==> config.mk <==
export PLATFORM = sky130hd
export DESIGN_NAME = latch_wr_seq
export DESIGN_NICKNAME = d
export VERILOG_FILES = /design/src/rtl/latch_wr_seq_pkg.sv /design/src/rtl/latch_seq_timer.sv /design/src/rtl/latch_wr_seq.sv
export SDC_FILE = /design/constraint.sdc
export NUM_CORES = 1
export LEC_CHECK = 0
export CAP_MARGIN = 10
export CORE_MARGIN = 5
export CORE_UTILIZATION = 53
export CTS_BUF_LIST = sky130_fd_sc_hd__clkbuf_8
export CTS_CLUSTER_DIAMETER = 30
export DETAILED_ROUTE_END_ITERATION = 10
export PLACE_DENSITY = 0.87
export SLEW_MARGIN = 40
export SYNTH_ARGS = -nofsm -noshare
export SYNTH_HDL_FRONTEND = slang
export SYNTH_HIERARCHICAL = 1
export SYNTH_SLANG_ARGS = --single-unit
==> constraint.sdc <==
create_clock -name clk -period 3.06 [get_ports clk]
set_clock_uncertainty 0.05 [all_clocks]
set_input_delay 0.612 -clock clk [delete_from_list [all_inputs] [get_ports clk]]
set_output_delay 0.612 -clock clk [all_outputs]
set_load 0.05 [all_outputs]
==> src/rtl/latch_wr_seq_pkg.sv <==
// Shared types and constants for the latch write sequencer.
package latch_wr_seq_pkg;

   typedef enum logic [1:0] {
      IDLE  = 2'd0,
      SETUP = 2'd1,
      OPEN  = 2'd2,
      HOLD  = 2'd3
   } state_t;

   localparam int DW_DEF        = 8;
   localparam int SETUP_CYC_DEF = 2;
   localparam int OPEN_CYC_DEF  = 3;
   localparam int HOLD_CYC_DEF  = 2;
   localparam int CNT_W         = 4;

endpackage

==> src/rtl/latch_seq_timer.sv <==
// Phase timer: 4-bit down-counter, loaded on phase entry, holds at zero.
module latch_seq_timer
   import latch_wr_seq_pkg::*;
(
   input  logic             clk,
   input  logic             rstn,
   input  logic             load,
   input  logic [CNT_W-1:0] load_val,
   output logic             zero
);

   logic [CNT_W-1:0] cnt;

   always_ff @(posedge clk) begin
      if (!rstn) begin
         cnt <= '0;
      end else if (load) begin
         cnt <= load_val;
      end else if (cnt != '0) begin
         cnt <= cnt - 1'b1;
      end
   end

   assign zero = (cnt == '0);

endmodule

==> src/rtl/latch_wr_seq.sv <==
// Write sequencer for a transparent downstream latch: setup, open, hold, done.
// Optional readback compare is built when LATCH_WR_SEQ_RDBK_EN is defined.
//
// state | meaning
// IDLE  | ready for a request; done pulses here after a sequence
// SETUP | lat_d driven, lat_en low, SETUP_CYC cycles
// OPEN  | lat_en high, OPEN_CYC cycles
// HOLD  | lat_en low, lat_d held, HOLD_CYC cycles
module latch_wr_seq
   import latch_wr_seq_pkg::*;
#(
   parameter int DW        = DW_DEF,
   parameter int SETUP_CYC = SETUP_CYC_DEF,
   parameter int OPEN_CYC  = OPEN_CYC_DEF,
   parameter int HOLD_CYC  = HOLD_CYC_DEF
) (
   input  logic          clk,
   input  logic          rstn,
   input  logic          in_valid,
   input  logic [DW-1:0] in_data,
   output logic          in_ready,
   output logic [DW-1:0] lat_d,
   output logic          lat_en,
   output logic          busy,
   output logic          done
`ifdef LATCH_WR_SEQ_RDBK_EN
   ,
   input  logic [DW-1:0] lat_q,
   output logic          err
`endif
);

   if (DW < 1 || SETUP_CYC < 1 || SETUP_CYC > 15 || OPEN_CYC < 1 || OPEN_CYC > 15 ||
       HOLD_CYC < 1 || HOLD_CYC > 15) begin : g_param_err
      $error("latch_wr_seq: DW must be >= 1 and phase lengths must be in 1..15");
   end

   localparam logic [CNT_W-1:0] SETUP_LD = CNT_W'(SETUP_CYC - 1);
   localparam logic [CNT_W-1:0] OPEN_LD  = CNT_W'(OPEN_CYC - 1);
   localparam logic [CNT_W-1:0] HOLD_LD  = CNT_W'(HOLD_CYC - 1);

   state_t           state;
   state_t           next_state;
   logic             load;
   logic [CNT_W-1:0] load_val;
   logic             zero;
   logic             seq_end;

   latch_seq_timer u_timer (
      .clk      (clk),
      .rstn     (rstn),
      .load     (load),
      .load_val (load_val),
      .zero     (zero)
   );

   always_comb begin
      next_state = state;
      load       = 1'b0;
      load_val   = '0;
      case (state)
         IDLE: begin
            if (in_valid) begin
               next_state = SETUP;
               load       = 1'b1;
               load_val   = SETUP_LD;
            end
         end
         SETUP: begin
            if (zero) begin
               next_state = OPEN;
               load       = 1'b1;
               load_val   = OPEN_LD;
            end
         end
         OPEN: begin
            if (zero) begin
               next_state = HOLD;
               load       = 1'b1;
               load_val   = HOLD_LD;
            end
         end
         HOLD: begin
            if (zero) begin
               next_state = IDLE;
            end
         end
         default: next_state = IDLE;
      endcase
   end

   assign seq_end  = (state == HOLD) && zero;
   assign in_ready = (state == IDLE);
   assign busy     = ~in_ready;

   // lat_en is decoded from next_state so it is a flop output aligned with OPEN
   always_ff @(posedge clk) begin
      if (!rstn) begin
         state  <= IDLE;
         lat_en <= 1'b0;
         lat_d  <= '0;
         done   <= 1'b0;
      end else begin
         state  <= next_state;
         lat_en <= (next_state == OPEN);
         done   <= seq_end;
         if (in_ready && in_valid) begin
            lat_d <= in_data;
         end
      end
   end

`ifdef LATCH_WR_SEQ_RDBK_EN
   logic first_hold;
   logic mismatch;
   logic err_q;

   // with HOLD_CYC=1 the first HOLD cycle is also the last, so compare live
   always_ff @(posedge clk) begin
      if (!rstn) begin
         first_hold <= 1'b0;
         mismatch   <= 1'b0;
         err_q      <= 1'b0;
      end else begin
         first_hold <= (state == OPEN) && (next_state == HOLD);
         if (first_hold) begin
            mismatch <= (lat_q != lat_d);
         end
         err_q <= seq_end && (first_hold ? (lat_q != lat_d) : mismatch);
      end
   end

   assign err = err_q;
`endif

endmodule

==> results_dict.tcl <==
set metrics [dict create \
    min_from "lat_d[5]" \
    netlist_area_sq_um 855 \
    critical_path_required_ns 2.40 \
    placed_cell_area_sq_mm 0.00109 \
    synthCells 97 \
    start_util 0.561 \
    worst-path-max-fanout 6 \
    cts-htree-levels 1 \
    globalRouteMet1Util 0.169 \
    netlist.top_cell.by_area "dfxtp_1" \
    synth_xor_area_frac 0.0205 \
    r2r_start "u_timer/cnt[0]" \
    io_pins 23 \
    hpwl_um 1390 \
    fp.dieW_um 50.2 \
    end_kind "output pin" \
    drt-pass1-iter-count 4 \
    criticalPathCategory "reg -> out" \
    grt.busiest_layer "met2" \
    rsz0062_at_grt "false" \
    layout.cells.non_filler 137 \
    syn_to_final_growth_pct 32.4 \
    routed_wl_um 1870 \
    synth_compound_area_frac 0.173 \
    timing.final.ws_setup_ns 0.485 \
    first_global_vias 756 \
    drv_cap 0 \
    min_period_ns 2.58 \
    ys_warn_count 6 \
    yosys.area_share.adder 0.117 \
    post_cts.repair.setup_buffers 0 \
    grt_max_degree 17 \
    dp_cells 134 \
    synthSimpleGateAreaFrac 0.242 \
    cts.sink_count 16 \
    fin_crit_sh 0.842 \
    p_leak_nw 0.465 \
    path_clk_slew_ns 0.06 \
    holdBufCountCts 0 \
    coreArea_sq_mm 0.00152 \
    place_ws_ns 0.752 \
    status "finished clean" \
    post_cts_resized 0 \
    fin_nets 142 \
    synth_area_leaders "dfxtp_1 (37%), ha_1 (12%), nand2_1 (9.2%), a21boi_1 (7.0%), mux2i_1 (2.3%)" \
    drv_slew 0 \
    holdPathStages 2 \
    postLayoutCellArea_sq_mm 0.00113 \
    r2r_cells 7 \
    slew_headroom 0.655 \
    setup_viol 0 \
    synthMuxAreaShare 0.0366 \
    overflow 0 \
    cts_root_buf "clkbuf_8" \
    antenna_found_initial 0 \
    insertedDiodeCount 0 \
    cts_tree "yes" \
    layout-drive-gt1-share 0.0826 \
    layout_common_cells "clkdlybuf4s50_1 (22), nand2_1 (21), dfxtp_1 (16), a21boi_1 (8), ha_1 (8)" \
    drc 0 \
    vdd_ir_drop_max_mv 0.813 \
    vias 732 \
    seq_area_frac_synth 0.375 \
    final_common_cell "clkdlybuf4s50_1" \
    worstHoldPathType "reg -> reg" \
    clk_path_buf_depth 2 \
    worstHoldEndpoint "lat_d[5]" \
    synth_cell_types 33 \
    yosysTopAreaCellShare 0.375 \
    max_freq_ghz 0.388 \
    finalSetupTns_ns 0 \
    reg2reg_to "u_timer/cnt[3]" \
    ys_ff_latch 16 \
    avgSynthCellArea_sq_um 8.81 \
    gp_congestion 0.859 \
    worst_slew_pin_slew_ns 0.517 \
    grt_util_all_layers 0.166 \
    clk-insertion-delay-late_ns 0.24 \
    powerDensity_mw_per_mm2 1040 \
    wire_per_inst_um 13.6 \
    grt_pass1_wl_um 3190 \
    final_hold_viol_count 0 \
    vias_per_cell 5.34 \
    die-area_sq_mm 0.00252 \
    cts_buffers 3 \
    numPortBuffers 22 \
    met2_usage 0.276 \
    use_met3 0.0769 \
    num_rows 14 \
    rrSetupSlack_ns 0.99 \
    synth_top_family_by_area "simple AND/OR/NAND/NOR gates" \
    crit_path_start_kind "flop" \
    arrival_ns 1.91 \
    ant_nets 0 \
    die_y_um 50.2 \
    drt-initial-drc-count 6 \
]
[critical path: stages, from the launching register on]
cell and delay, ns:
dfxtp_1 0.42, inv_1 0.14, ha_1 0.26, inv_1 0.06, clkdlybuf4s50_1 0.79
[cell usage after synthesis (all sizes together)]
library cell   n
nor3b          1
mux2           1
o21ba          1
ha             8
inv            5
mux2i          2
nor2b          2
buf            1
a21boi         9
nand2b         2
nor3           2
o21ai          4
clkbuf         1
nor2           2
a21oi          3
xnor2          2
nand2         21
nand4bb        1
conb           1
nand3          4
a31oi          1
o31ai          1
and3           1
and2           1
and3b          1
o211a          1
o211ai         1
dfxtp         16
or2            1
[final cells by class]
class                   instances  area (sq um)
repair buffers                 22           220
clock buffers                   3          41.3
multi-input cells              75           510
well taps                      16          20.0
inverters                       5          18.8
flip-flops and latches         16           320
fillers                       108           393
[stage by stage]
| stage | total power, W | hold slack (ns) | utilization |
|---|---|---|---|
| floorplan | 0.000842 | 0.516 | - |
| global placement | 0.000994 | 0.393 | 0.715 |
| detailed placement | 0.00102 | 0.397 | 0.715 |
| CTS | 0.00118 | 0.406 | 0.742 |
| global route | 0.00126 | 0.423 | 0.742 |
| finish | 0.00118 | 0.403 | 0.742 |
[sequential cells by signal, summed over array words and instances, names as in the netlist]
register,cells
u_timer/cnt,4
lat_en,1
lat_d,8
state,2
done,1
[worst max-delay path by stage]
stage          startpoint              to  slack [ns]  depth (start not counted)
3_3_place_gp     state[0]            busy        0.78                          4
4_1_cts          state[0]            busy        0.47                          4
6_report         state[0]            busy        0.48                          4
3_5_place_dp     state[0]            busy        0.75                          4
5_1_grt          state[0]            busy        0.38                          4
2_1_floorplan    state[0]  u_timer/cnt[3]        0.99                          6
[metal layers]
layer | vias up | part of all wire
met4 | 0 | 0.0086
met5 | - | 0
met1 | 336 | 0.43
met3 | 2 | 0.081
li1 | 374 | -
met2 | 20 | 0.48
[where the power goes]
part           leakage [nW]  total (W)  switching (W)  internal, W
combinational         0.312   0.000703       0.000420     0.000283
clock                0.0216   0.000154      0.0000672    0.0000872
sequential            0.131   0.000319      0.0000526     0.000267
total                 0.465    0.00118       0.000540     0.000636
[logic make-up after synthesis]
| logic type | after synthesis |
|---|---|
| adders and majority gates | 8 |
| xor gates and xnor gates | 2 |
| AOI/OAI and AO/OA | 21 |
| DFF | 16 |
| buffers and inverters | 7 |
| and+or+nand+nor | 39 |
| other | 1 |
| muxes | 3 |
No activity file was read; power rests on OpenSTA's default activity.
